**config.mk**
```make
export PLATFORM = sky130hd
export DESIGN_NAME = spi_bus_arbiter
export DESIGN_NICKNAME = d
export VERILOG_FILES = /design/src/rtl/spi_arb_pkg.sv /design/src/rtl/spi_bus_arbiter_rr.sv /design/src/rtl/spi_bus_arbiter.sv
export SDC_FILE = /design/constraint.sdc
export NUM_CORES = 1
export LEC_CHECK = 0
export ABC_AREA = 1
export ABC_CLOCK_PERIOD_IN_PS = 1800
export CORE_AREA = 2 2 65 61
export DETAILED_ROUTE_END_ITERATION = 10
export DIE_AREA = 0 0 67 63
export PLACE_DENSITY = 0.82
export SYNTH_ARGS = -nofsm -noshare
export SYNTH_HDL_FRONTEND = slang
export SYNTH_HIERARCHICAL = 1
export SYNTH_SLANG_ARGS = --single-unit
```
**constraint.sdc**
```tcl
create_clock -name clk_i -period 1.8 [get_ports clk_i]
set_input_delay 0.18 -clock clk_i [delete_from_list [all_inputs] [get_ports clk_i]]
set_output_delay 0.18 -clock clk_i [all_outputs]
set_load 0.05 [all_outputs]
```
**src/rtl/spi_arb_pkg.sv**
```systemverilog
// Shared types and SPI bus idle levels for the SPI bus arbiter.
package spi_arb_pkg;

  typedef enum logic [1:0] {
    IDLE,
    GRANT,
    GUARD
  } arb_state_e;

  localparam logic SckIdle = 1'b0;
  localparam logic TxIdle  = 1'b0;
  localparam logic CsIdle  = 1'b1;

endpackage

```
**src/rtl/spi_bus_arbiter_rr.sv**
```systemverilog
// Combinational round-robin pick: first request at or after the pointer,
// wrapping at NumReq.
module rr_arbiter #(
  parameter  int unsigned NumReq = 2,
  localparam int unsigned IdxW   = $clog2(NumReq)
) (
  input  logic [NumReq-1:0] req_i,
  input  logic [IdxW-1:0]   ptr_i,
  output logic [NumReq-1:0] gnt_o,
  output logic [IdxW-1:0]   idx_o,
  output logic              valid_o
);

  // Two descending sweeps where the last hit wins: wrapped candidates below
  // the pointer are overridden by any candidate at or after it.
  always_comb begin
    gnt_o   = '0;
    idx_o   = '0;
    valid_o = |req_i;
    for (int i = NumReq - 1; i >= 0; i--) begin
      if (req_i[i] && (i < int'(ptr_i))) begin
        gnt_o    = '0;
        gnt_o[i] = 1'b1;
        idx_o    = IdxW'(i);
      end
    end
    for (int i = NumReq - 1; i >= 0; i--) begin
      if (req_i[i] && (i >= int'(ptr_i))) begin
        gnt_o    = '0;
        gnt_o[i] = 1'b1;
        idx_o    = IdxW'(i);
      end
    end
  end

endmodule

```
**src/rtl/spi_bus_arbiter.sv**
```systemverilog
// Shares one SPI bus between NumReq hosts: round-robin grants held until
// release, an idle guard between owners and a hold-time watchdog.
module spi_bus_arbiter
  import spi_arb_pkg::*;
#(
  parameter  int unsigned NumReq        = 2,
  parameter  int unsigned CsNum         = 4,
  parameter  int unsigned GuardCycles   = 2,
  parameter  int unsigned TimeoutCycles = 65535,
  localparam int unsigned IdxW          = $clog2(NumReq)
) (
  input  logic                    clk_i,
  input  logic                    rst_ni,
  input  logic [NumReq-1:0]       req_i,
  output logic [NumReq-1:0]       gnt_o,
  output logic                    timeout_o,
  output logic [IdxW-1:0]         timeout_id_o,
  input  logic [NumReq-1:0]       req_sck_i,
  input  logic [NumReq-1:0]       req_tx_i,
  input  logic [NumReq*CsNum-1:0] req_cs_i,
  output logic [NumReq-1:0]       req_rx_o,
  output logic                    spi_sck_o,
  output logic                    spi_tx_o,
  output logic [CsNum-1:0]        spi_cs_o,
  input  logic                    spi_rx_i
);

  localparam int unsigned HoldW  = (TimeoutCycles > 0) ? $clog2(TimeoutCycles + 1) : 1;
  localparam int unsigned GuardW = $clog2(GuardCycles + 1);
  localparam logic [HoldW-1:0]  HoldLast  = HoldW'((TimeoutCycles > 0) ? TimeoutCycles - 1 : 0);
  localparam logic [GuardW-1:0] GuardLast = GuardW'(GuardCycles - 1);

  arb_state_e        state_q, state_d;
  logic [NumReq-1:0] gnt_q, gnt_d;
  logic [IdxW-1:0]   owner_q, owner_d;
  logic [IdxW-1:0]   ptr_q, ptr_d;
  logic [NumReq-1:0] mask_q, mask_d;
  logic [HoldW-1:0]  hold_q, hold_d;
  logic [GuardW-1:0] guard_q, guard_d;
  logic              timeout_q, timeout_d;
  logic [IdxW-1:0]   timeout_id_q, timeout_id_d;
  logic [NumReq-1:0] revoke_set;
  logic [NumReq-1:0] pick_gnt;
  logic [IdxW-1:0]   pick_idx;
  logic              pick_valid;
  logic              hold_hit;

  rr_arbiter #(
    .NumReq (NumReq)
  ) u_rr (
    .req_i   (req_i & ~mask_q),
    .ptr_i   (ptr_q),
    .gnt_o   (pick_gnt),
    .idx_o   (pick_idx),
    .valid_o (pick_valid)
  );

  assign hold_hit = (TimeoutCycles != 0) && (hold_q == HoldLast);

  always_ff @(posedge clk_i or negedge rst_ni) begin
    if (!rst_ni) begin
      state_q      <= IDLE;
      gnt_q        <= '0;
      owner_q      <= '0;
      ptr_q        <= '0;
      mask_q       <= '0;
      hold_q       <= '0;
      guard_q      <= '0;
      timeout_q    <= 1'b0;
      timeout_id_q <= '0;
    end else begin
      state_q      <= state_d;
      gnt_q        <= gnt_d;
      owner_q      <= owner_d;
      ptr_q        <= ptr_d;
      mask_q       <= mask_d;
      hold_q       <= hold_d;
      guard_q      <= guard_d;
      timeout_q    <= timeout_d;
      timeout_id_q <= timeout_id_d;
    end
  end

  // A release takes priority over a watchdog hit in the same cycle, so an
  // owner that lets go on its last allowed cycle is never flagged.
  always_comb begin
    state_d      = state_q;
    gnt_d        = gnt_q;
    owner_d      = owner_q;
    ptr_d        = ptr_q;
    hold_d       = hold_q;
    guard_d      = guard_q;
    timeout_d    = 1'b0;
    timeout_id_d = timeout_id_q;
    revoke_set   = '0;
    case (state_q)
      IDLE: begin
        if (pick_valid) begin
          state_d = GRANT;
          gnt_d   = pick_gnt;
          owner_d = pick_idx;
          hold_d  = '0;
          ptr_d   = (pick_idx == IdxW'(NumReq - 1)) ? '0 : pick_idx + 1'b1;
        end
      end
      GRANT: begin
        if (!req_i[owner_q]) begin
          state_d = GUARD;
          gnt_d   = '0;
          guard_d = '0;
        end else if (hold_hit) begin
          state_d             = GUARD;
          gnt_d               = '0;
          guard_d             = '0;
          timeout_d           = 1'b1;
          timeout_id_d        = owner_q;
          revoke_set[owner_q] = 1'b1;
        end else if (hold_q != '1) begin
          hold_d = hold_q + 1'b1;
        end
      end
      GUARD: begin
        if (guard_q == GuardLast) begin
          state_d = IDLE;
        end else begin
          guard_d = guard_q + 1'b1;
        end
      end
      default: state_d = IDLE;
    endcase
    mask_d = (mask_q & req_i) | revoke_set;
  end

  // The registered grant alone selects the bus source, so nothing but the
  // current owner can ever reach the chip selects.
  always_comb begin
    spi_sck_o = SckIdle;
    spi_tx_o  = TxIdle;
    spi_cs_o  = {CsNum{CsIdle}};
    req_rx_o  = '0;
    for (int i = 0; i < NumReq; i++) begin
      if (gnt_q[i]) begin
        spi_sck_o   = req_sck_i[i];
        spi_tx_o    = req_tx_i[i];
        spi_cs_o    = req_cs_i[i*CsNum +: CsNum];
        req_rx_o[i] = spi_rx_i;
      end
    end
  end

  assign gnt_o        = gnt_q;
  assign timeout_o    = timeout_q;
  assign timeout_id_o = timeout_id_q;

endmodule
```
[After elaboration in Yosys (flattened, before gate mapping)]
Cells that the tools add are included.
Storage, ports and cells
  word-level logic and storage cells: 85
  flip-flop bits (word level): 28
  input port bits: 17
  output and inout bits: 12
Cells by class
  reduce and logical (&&, ||, !) cells: 13
  mux-type cells: 40
  equal/unequal tests: 12
  magnitude comparators: 4
  $add $sub $neg: 3
  bitwise operators: 4
Operator list (number)
  $mux W16: 4
  $pmux W16 S2: 1
  $mux W2: 13
  $add A16 B1 Y16 const B: 1
  $eq A16 B16 Y1 const B: 1
  $mux W1: 16
  $ne A16 B16 Y1 const B: 1
  $ne A2 B2 Y1 const B: 6
  $reduce_and A3 Y1: 4
  $mux W4: 2
  $pmux W2 S2: 2
  $pmux W2 S3: 1
  $reduce_and A5 Y1: 1
  $and A2 B2 Y2: 2
  $eq A2 B1 Y1 const B: 2
  $reduce_bool A2 Y1: 2
  $logic_and A1 B1 Y1: 3
  $ne A3 B3 Y1 const B: 1
  $add A2 B1 Y2 const B: 1
  $eq A2 B2 Y1 const B: 1
  $logic_not A2 Y1: 1
  $lt A1 B2 Y1 const B: 1
  $not A2 Y2: 1
  $or A2 B2 Y2: 1
  other kinds (7): 7

[Longest topological paths before layout]
Gate-level depths: netlist of run 1.
  depth after elaboration: 8
  gate-level depth with buffers: 12
  depth with buffers taken out: 11

[Hierarchy]
Netlist of run 1, hierarchy kept.
Modules (own cells, without submodules)
  spi_bus_arbiter: cells an instance 263, seq. area each 700.7 µm², instances 1, area an instance 1769.2 µm²
  rr_arbiter: cells an instance 7, seq. area each 0.0 µm², instances 1, area an instance 32.5 µm²

[Worst setup path before layout of run 1]
Ideal clock, no wire load.
  kind: reg2out
  start point: register gnt_q[1] (netlist: gnt_o[1])
  end point: output spi_cs_o[0]
  data arrival time: 1454 ps
  setup slack: 166 ps
  buffers on the path: 0
  stages on the path, launching flop included: 4
  required time: 1620 ps
  cell sequence: dfrtp_1 inv_1 nand2_1 o22a_1
Between the ends
  word-level cells in the longest chain between the ends: 1
Ends and longest elaborated chain
  from (decl): RTL line spi_bus_arbiter.sv:34  | logic [NumReq-1:0] gnt_q, gnt_d;
  from (signal assigned): RTL line spi_bus_arbiter.sv:73  | gnt_q <= gnt_d;
  $mux W4: RTL line spi_bus_arbiter.sv:142  | if (gnt_q[i]) begin
  to (decl): RTL line spi_bus_arbiter.sv:24  | output logic [CsNum-1:0] spi_cs_o,
Every way passes these cells.

[Worst setup path in the final report of run 1]
  start point: register hold_q[0]
  end point: register hold_q[5]
Between the ends
  word-level cells in the longest chain between the ends: 5
  elaborated cells between the ends (all ways): 10
  classes of those cells: add/sub: 1; eq/ne: 4; mux: 4; reduce/logical: 1
Ends and longest elaborated chain
  from (decl): RTL line spi_bus_arbiter.sv:38  | logic [HoldW-1:0] hold_q, hold_d;
  from (signal assigned): RTL line spi_bus_arbiter.sv:77  | hold_q <= hold_d;
  $add A16 B1 Y16: RTL line spi_bus_arbiter.sv:119  | hold_d = hold_q + 1'b1;
  $mux W16: RTL line spi_bus_arbiter.sv:118  | end else if (hold_q != '1) begin
  $mux W16: RTL line spi_bus_arbiter.sv:111  | end else if (hold_hit) begin
  $mux W16: RTL line spi_bus_arbiter.sv:107  | if (!req_i[owner_q]) begin
  $pmux W16 S2: RTL line spi_bus_arbiter.sv:96  | case (state_q)
Parallel ways exist; a longest one is shown, timed or not. The select of a mux whose other input is x is not followed.
A chain may end at the register's enable or synchronous reset.

==> flow_metrics.tcl, run 1 <==
set metrics [dict create \
    synth_top_cell_area_share_pct 38.89 \
    io_pins 29 \
    ant_nets 0 \
    n_antenna_cell 0 \
    final_area_um2 2323 \
    mostFrequentLayoutCell "nand2_1" \
    worst_pin_slew_ps 508.3 \
    path_cells "inv_1 -> ha_1 -> inv_1 -> nor2_1 -> nand2_2 -> nor2_2 -> nand2_1 -> nand2_2 -> nor2_4 -> buf_12 -> nand2_1 -> nand2_1" \
    synthTopCellsByArea "dfrtp_1 (39%), nand2_1 (24%), nor2_1 (7.1%)" \
    synth_edf_count 0 \
    detailed_place_hpwl_mm 2.908 \
    ys_seq_area_share_pct 38.89 \
    critPathCaptureType "register" \
    tns_ps 0 \
    grtUsageMet3_pct 2.883 \
    syn_nets 290 \
    vias 1739 \
    slew-limit-headroom_pct 66.06 \
    die-area_um2 4221 \
    antenna_found_initial 0 \
    critPathSlowestCell "dfrtp_2" \
    hold_viol 0 \
    cts.reportedPaths.clkPinSlew_ps 100 \
    crit_path_start_kind "register" \
    drc 0 \
    grt_overflow 0 \
    path_max_fanout 16 \
    syn_inst 270 \
    clockBufferDepth 2 \
    gp_congestion 0.8548 \
    cts_tree "yes" \
    grt-busiest-layer "met2" \
    syn_area_per_cell_um2 6.673 \
    wl_per_cell_um 11.63 \
    ys_ff_latch 28 \
    wirelength_mm 4.071 \
    area.growth.synth_to_final_pct 28.96 \
    grt_setup_unrepaired "no" \
    place_ws_ps 48.99 \
    place_area_um2 2246 \
    grt_util_met2_pct 34.53 \
    synth.cell_area_um2 1802 \
    clock_latency_ps 280 \
    pwr_density_cell_nw_per_um2 1245 \
    cts.htree.levels 1 \
    drive_above_1_share_pct 10.53 \
    status "finished clean" \
    grtUsageTotal_pct 20.79 \
    setup_slack_ps 93.07 \
    slew_violations 0 \
    clock_skew_ps 1.248 \
    clock-sinks 28 \
    core_area_um2 3573 \
    fmax_mhz 585.8 \
    cts_root_buf "clkbuf_8" \
    post-cts-setup-buffers 0 \
    synth-main-ff-cell "dfrtp_1" \
    fin_crit_ps 1707 \
    critPathMaxStageDelay_ps 450 \
    num_rows 21 \
    period_share_pct 94.83 \
    ctsHoldBuffers 0 \
    grt_pass1_vias 1592 \
    yosys_warnings 6 \
    synth.distinct_cells 25 \
    final_cell_mix "nand2_1 (114), nor2_1 (33), inv_1 (32)" \
    start_util_pct 50.42 \
    grt_use_met1_pct 27.38 \
    drt-initial-drc-count 68 \
    dr.pass1.iters 4 \
    nets 325 \
    hold_path_class "in -> async" \
    cp.required_ps 1980 \
    grt_pass1_wl_mm 6.913 \
    grt_max_degree 29 \
    max-cap-violations 0 \
    p_leak_nw 1.178 \
    crit_type "reg -> reg" \
    async_reset_ff_share_pct 100.0 \
    die_h_um 63 \
    viasPerCell 4.969 \
    cts_buffers 3 \
    cpMostUsedCell "nand2_1" \
    arrival_ps 1890 \
    setup_violations 0 \
    ir_worst_vdd_uv 1057 \
    dieWidth_um 67 \
    io_buffers 28 \
    yosysTopAreaCell "dfrtp_1" \
    nFillCells 296 \
    cts_resized 0 \
]
-- logic make-up after synthesis --
| family | Yosys count | synth area share [%] |
|---|---|---|
| AOI/OAI and AO/OA | 26 | 8.681 |
| xor gates and xnor gates | 4 | 1.945 |
| adders and majority gates | 3 | 2.084 |
| buffers and inverters | 37 | 8.819 |
| DFF | 28 | 38.89 |
| and+or+nand+nor | 172 | 39.58 |
-- worst paths after layout --
check | from | end | slack (ps) | depth (start not counted)
max in group asynchronous | rst_ni | hold_q[0]$_DFFE_PN0P_ | 1260 | 2
worst min-delay path | rst_ni | hold_q[9]$_DFFE_PN0P_ | 260 | 2
worst max register to register | hold_q[0]$_DFFE_PN0P_ | hold_q[5]$_DFFE_PN0P_ | 90 | 12
worst min register to register | mask_q[0]$_DFF_PN0_ | mask_q[0]$_DFF_PN0_ | 490 | 2
min in group clk_i | mask_q[0]$_DFF_PN0_ | mask_q[0]$_DFF_PN0_ | 490 | 2
worst max-delay path | hold_q[0]$_DFFE_PN0P_ | hold_q[5]$_DFFE_PN0P_ | 90 | 12
-- through the flow --
| step | hold slack, ps | util [%] | power (mW) | std cells |
|---|---|---|---|---|
| 5_1_grt | 293.2 | 65.02 | 3.069 | 350 |
| 4_1_cts | 282.6 | 64.85 | 2.911 | 350 |
| 3_3_place_gp | 465.7 | 62.85 | 2.383 | 346 |
| 6_report | 265.0 | 65.02 | 2.892 | 350 |
| 2_1_floorplan | -115.6 | - | 1.798 | 270 |
| 3_5_place_dp | 466.7 | 62.85 | 2.412 | 346 |
-- sequential cells by signal, indices dropped and copies added (netlist names) --
register / flops
hold_q: 16
state_q: 2
gnt_o: 2
guard_q: 2
mask_q: 2
owner_q: 1
ptr_q: 1
timeout_o: 1
timeout_id_o: 1
-- power breakdown --
group | internal, mW | switching [mW]
combinational | 0.617 | 0.942
sequential | 0.735 | 0.0966
clock | 0.298 | 0.203
total | 1.65 | 1.24
-- area by class of cell --
type | instances | area, um^2 | share of cell area (%)
timing repair buffer | 35 | 427.9 | 18.42
multi-input combinational | 205 | 944.7 | 40.66
clock inverter | 1 | 30.03 | 1.292
sequential | 28 | 701.9 | 30.21
clock buffer | 3 | 41.29 | 1.777
inverter | 32 | 120.1 | 5.170
tap | 46 | 57.56 | 2.477
-- cell usage after synthesis, types with 2 or more instances --
cell	instances
nand4_1	2
nor2_4	3
o22a_1	4
buf_6	2
ha_1	3
nand2_1	114
dfrtp_1	28
nor2_1	34
o21bai_1	3
a21oi_1	6
nand3_1	10
xor2_1	3
inv_1	32
o21ai_1	2
nor2_2	2
o21ai_0	10
nand2_2	4
-- routing by layer --
layer	part of all wire, %	routed length (um)
met1	46	1863
met4	1.8	72
met2	49	2008
met5	0	0
met3	3.1	127
-- worst max-delay path, delay by kind of cell, from the launching register on --
| kind | cells | cell delay (ps) |
|---|---|---|
| simple gates | 8 | 700 |
| flops | 1 | 450 |
| buf+inv | 3 | 290 |
| fa+ha+maj | 1 | 160 |
(Power assumes the default switching activity.)
==> run 2: changes to the inputs <==
--- a/config.mk
+++ b/config.mk
@@ -11,5 +11,5 @@
 export DETAILED_ROUTE_END_ITERATION = 10
 export DIE_AREA = 0 0 67 63
-export PLACE_DENSITY = 0.82
+export PLACE_DENSITY = 0.77
 export SYNTH_ARGS = -nofsm -noshare
 export SYNTH_HDL_FRONTEND = slang
==> constraint.sdc (replaced) <==
create_clock -name clk_i -period 1.8 [get_ports clk_i]
set_input_delay 0.18 -clock clk_i [delete_from_list [all_inputs] [get_ports clk_i]]
set_output_delay 0.18 -clock clk_i [all_outputs]
set_load 0.005 [all_outputs]
==> run 2 against run 1 <==
Compared with the run above: power shrank 15%; wire length decreased by 4.0%; setup slack got worse by 6.5 ps; fmax down 0.38%; first-iteration DRC count grew 26%; worst hold slack gained 1.9 ps; register-to-register slack better by 70 ps; core utilization down 2.4 points; largest power group unchanged.
==> flow_metrics.tcl, run 2 (synthesized netlist as in run 1, its figures left out) <==
set metrics [dict create \
    slew-limit-headroom_pct 69.81 \
    power_mw 2.452 \
    largest_reg_flops 16 \
    detailed_place_hpwl_mm 2.876 \
    whs_ps 266.9 \
    dp_cells 343 \
    period_share_pct 95.19 \
    fin_cells 349 \
    arrival_ps 1530 \
    wirelength_mm 3.907 \
    final_cell_mix "nand2_1 (113), nor2_1 (33), inv_1 (31)" \
    grt_pass1_vias 1573 \
    num_rows 21 \
    hold_path_class "in -> async" \
    clock-sinks 28 \
    p_leak_nw 1.113 \
    crit_path_start_kind "register" \
    grt_max_degree 29 \
    hold_viol 0 \
    die-area_um2 4221 \
    path_max_fanout 7 \
    grtUsageTotal_pct 20.73 \
    start_util_pct 50.42 \
    crit_type "reg -> out" \
    fin_crit_ps 1713 \
    rr_worst_depth 9 \
    regMostFlops "hold_q" \
    setup_violations 0 \
    ant_nets 0 \
    cts_tree "yes" \
    status "finished clean" \
    core_area_um2 3573 \
    nets 324 \
    worst_pin_slew_ps 448.1 \
    fmax_mhz 583.6 \
    dieWidth_um 67 \
    vias 1684 \
    drt-initial-drc-count 86 \
    cts.htree.levels 1 \
    drc 0 \
    dr.pass1.iters 5 \
    max-cap-violations 0 \
    cts.reportedPaths.clkPinSlew_ps 100 \
    grt_pass1_wl_mm 6.893 \
    clock_latency_ps 270 \
    grt_overflow 0 \
    clockBufferDepth 2 \
    mostFrequentLayoutCell "nand2_1" \
    io_buffers 28 \
    antenna_found_initial 0 \
    wl_per_cell_um 11.19 \
    viasPerCell 4.825 \
    die_h_um 63 \
    slew_violations 0 \
    critPathCaptureType "output pin" \
    clock_skew_ps 3.070 \
    cts_buffers 3 \
    cp.required_ps 1620 \
    gp_congestion 0.8852 \
    ir_worst_vdd_uv 987.7 \
    n_antenna_cell 0 \
    drive_above_1_share_pct 8.581 \
    io_pins 29 \
    area.growth.synth_to_final_pct 24.17 \
    nFillCells 359 \
    cts_root_buf "clkbuf_8" \
    ctsHoldBuffers 0 \
    pwr_density_cell_nw_per_um2 1096 \
]
[run 2: cell count changes in the layout (fill, tap and decap cells not counted)]
cell / delta
dfrtp_1: -1
buf_12: -8
inv_1: -1
buf_4: -1
inv_2: +1
nand2_1: -1
dlymetal6s2s_1: -1
clkdlybuf4s50_1: +9
nand2_2: +1
dfrtp_2: +1
[run 2: area by class of cell]
cell class | count | area [um^2] | area share (%)
tap | 46 | 57.56 | 2.573
sequential | 28 | 703.2 | 31.43
inverter | 32 | 120.1 | 5.369
clock inverter | 1 | 30.03 | 1.342
timing repair buffer | 34 | 337.8 | 15.10
multi-input combinational | 205 | 947.2 | 42.34
clock buffer | 3 | 41.29 | 1.846
[run 2: what timing repair did]
| item | 4_1_cts | 5_1_grt |
|---|---|---|
| gates resized for setup | 2 | 3 |
| buffers inserted | 0 | 2 |
| pin swaps | 0 | 0 |
| setup endpoints to repair | 4 | 21 |
[run 2: final timing paths]
| path | start | endpoint | slack, ps |
|---|---|---|---|
| max | gnt_o[1]$_DFFE_PN0P_ | spi_cs_o[1] | 90 |
| min reg2reg | mask_q[1]$_DFF_PN0_ | mask_q[1]$_DFF_PN0_ | 500 |
| min | rst_ni | hold_q[9]$_DFFE_PN0P_ | 270 |
| min in group clk_i | req_i[1] | mask_q[1]$_DFF_PN0_ | 480 |
| max in group asynchronous | rst_ni | gnt_o[1]$_DFFE_PN0P_ | 1250 |
| max reg2reg | hold_q[1]$_DFFE_PN0P_ | hold_q[0]$_DFFE_PN0P_ | 160 |
[run 2: critical path, stage by stage, from the launching register on]
cell             delay [ps]
dfrtp_2                 430
inv_2                   120
nand2_2                  90
o22a_1                  170
clkdlybuf4s50_1         450
[run 2: report_power, final]
part	switching, mW	total, mW	internal (mW)
Sequential	0.101	0.838	0.737
Combinational	0.631	1.12	0.488
Clock	0.197	0.495	0.298
Total	0.929	2.45	1.52
[run 2: per-layer routing]
layer,part of all wire (%),up-vias,global-route usage (%)
met5,0,-,0
met4,1.4,0,5.867
met3,3.7,7,2.342
met2,47,35,31.93
met1,48,747,30.52
li1,-,895,-
[run 2: metrics by stage]
| step | utilization [%] | worst slack [ps] | cell area, um^2 | setup TNS (ps) |
|---|---|---|---|---|
| final | 62.61 | 86.56 | 2237 | 0 |
| after global routing | 62.61 | -4.031 | 2237 | -4.031 |
| after CTS | 62.01 | 0.1833 | 2216 | 0 |
| after detailed placement | 59.98 | 36.93 | 2143 | 0 |
| after global placement | 59.98 | 76.44 | 2143 | 0 |
| after floorplan | - | 310.4 | 1802 | 0 |
==> run 3: changes to the inputs <==
Settings changed: ABC_CLOCK_PERIOD_IN_PS 1800 to not set, CORE_AREA 2 2 65 61 to 2 2 57 69, DIE_AREA 0 0 67 63 to 0 0 59 71.
==> run 3 against run 2 <==
Compared with the run above: worst hold slack better by 21 ps; sequential cell count did not move; largest cell class unchanged; sequential power about the same; critical endpoint is now spi_cs_o[2]; die area down 0.76%; non-clock buffer count increased by 3; highest routed layer unchanged.
==> flow_metrics.tcl, run 3 (synthesized netlist as in run 1, its figures left out) <==
set metrics [dict create \
    rr_worst_depth 12 \
    slew-limit-headroom_pct 75.78 \
    io_pins 29 \
    clock_skew_ps 5.037 \
    p_comb_share_pct 49.0 \
    arrival_ps 1490 \
    pwr_density_cell_nw_per_um2 1040 \
    final_cell_mix "nand2_1 (113), nor2_1 (33), inv_1 (31)" \
    detailed_place_hpwl_mm 2.870 \
    clock_latency_ps 270 \
    cts_root_buf "clkbuf_8" \
    critPathMaxStageDelay_ps 450 \
    cts_tree "yes" \
    area.growth.synth_to_final_pct 22.64 \
    tns_ps 0 \
    max-cap-violations 0 \
    hold_viol 0 \
    grt_util_met2_pct 36.17 \
    path_cells "inv_2 -> nand2_2 -> o22a_1 -> clkdlybuf4s50_1" \
    worst_pin_slew_ps 363.3 \
    grt_overflow 0 \
    dr.pass1.iters 4 \
    fmax_mhz 597.3 \
    clock-sinks 28 \
    clockBufferDepth 2 \
    setup_violations 0 \
    mostFrequentLayoutCell "nand2_1" \
    ff2ff_setup_slack_ps 140 \
    hold_path_class "in -> async" \
    core_area_um2 3543 \
    largest_reg_flops 16 \
    slew_violations 0 \
    grt_pass1_wl_mm 6.879 \
    grt_use_met1_pct 25.17 \
    internal-power_mw 1.381 \
    seqPwrFrac_pct 36.6 \
    die-area_um2 4189 \
    start_util_pct 50.85 \
    cp.required_ps 1620 \
    grt-busiest-layer "met2" \
    pwr-share-clk_pct 14.4 \
    n_antenna_cell 0 \
    gp_congestion 0.8123 \
    postLayoutCoreUtil_pct 62.36 \
    io_buffers 28 \
    ir_worst_vdd_uv 455.6 \
    drc 0 \
    drt-initial-drc-count 27 \
    dieWidth_um 59 \
    drive_above_1_share_pct 9.180 \
    antenna_found_initial 0 \
    cts_buffers 3 \
    p_leak_nw 1.107 \
    p_sw_mw 0.9179 \
    num_rows 24 \
    grt_max_degree 29 \
    die_h_um 71 \
    grtUsageMet3_pct 2.742 \
    critPathSlowestCell "clkdlybuf4s50_1" \
    crit_path_start_kind "register" \
    crit_type "reg -> out" \
    regMostFlops "hold_q" \
    cts.htree.levels 1 \
    period_share_pct 93.02 \
    cts.reportedPaths.clkPinSlew_ps 90 \
    critPathCaptureType "output pin" \
    viasPerCell 5.006 \
    path_max_fanout 7 \
    nets 327 \
    swShare_pct 39.92 \
    ctsHoldBuffers 0 \
    fin_crit_ps 1674 \
    grt_setup_unrepaired "no" \
    vias 1722 \
    ant_nets 0 \
    wirelength_mm 3.920 \
    wl_per_cell_um 11.40 \
    grt_pass1_vias 1626 \
    status "finished clean" \
    grtUsageTotal_pct 20.61 \
    nFillCells 338 \
]
run 3: cell types whose count changed in the layout (fill, tap and decap cells not counted), sizes merged:
cell / change
buf: +3
bufinv: -1
run 3: layout make-up:
cell class | count | area [um^2] | share of cell area, %
clock buffers | 3 | 41.29 | 1.869
inverters | 32 | 120.1 | 5.436
multi-input cells | 205 | 949.7 | 42.98
flip-flops and latches | 28 | 701.9 | 31.77
well taps | 39 | 48.80 | 2.208
repair buffers | 37 | 347.8 | 15.74
run 3: metal layers:
layer  share of wire (%)  wire (um)  vias to the layer above
li1                    -          -                      897
met1                  45       1777                      794
met2                  51       1995                       24
met3                 2.4         94                        7
met4                 1.3         52                        0
met5                   0          0                        -
run 3: per-stage QoR:
stage	instance area, um^2	setup slack (ps)	power (mW)	std cells	hold WS [ps]
floorplan	1802	310.4	1.511	270	-115.6
global placement	2130	-95.44	1.875	337	475.7
detailed placement	2130	-113.2	1.897	337	476.0
CTS	2171	1.973	2.233	340	300.5
global route	2210	25.48	2.493	344	316.9
finish	2210	125.7	2.299	344	287.8
run 3: worst paths after layout:
path	start	end
worst max-delay path	gnt_o[1]$_DFFE_PN0P_	spi_cs_o[2]
max in group asynchronous	rst_ni	hold_q[0]$_DFFE_PN0P_
min in group clk_i	mask_q[1]$_DFF_PN0_	mask_q[1]$_DFF_PN0_
worst max register to register	hold_q[0]$_DFFE_PN0P_	hold_q[14]$_DFFE_PN0P_
worst min-delay path	rst_ni	mask_q[0]$_DFF_PN0_
worst min register to register	mask_q[1]$_DFF_PN0_	mask_q[1]$_DFF_PN0_
run 3: worst max-delay path, delay by kind of cell, from the launching register on:
kind            cells  cell delay [ps]
buf+inv             2              580
compound gates      1              160
flops               1              390
simple gates        1              100
run 3: power by group through the flow:
stage	Clock (mW)	Sequential (mW)	Combinational (mW)
after floorplan	0	0.829	0.682
after global placement	0	0.840	1.03
after detailed placement	0	0.845	1.05
after CTS	0.345	0.833	1.05
after global routing	0.373	0.853	1.27
final	0.332	0.841	1.13
run 3: repair_timing:
item	in CTS	in global routing
buffers inserted	0	4
endpoints found under the setup margin	0	20
resized for setup	0	5
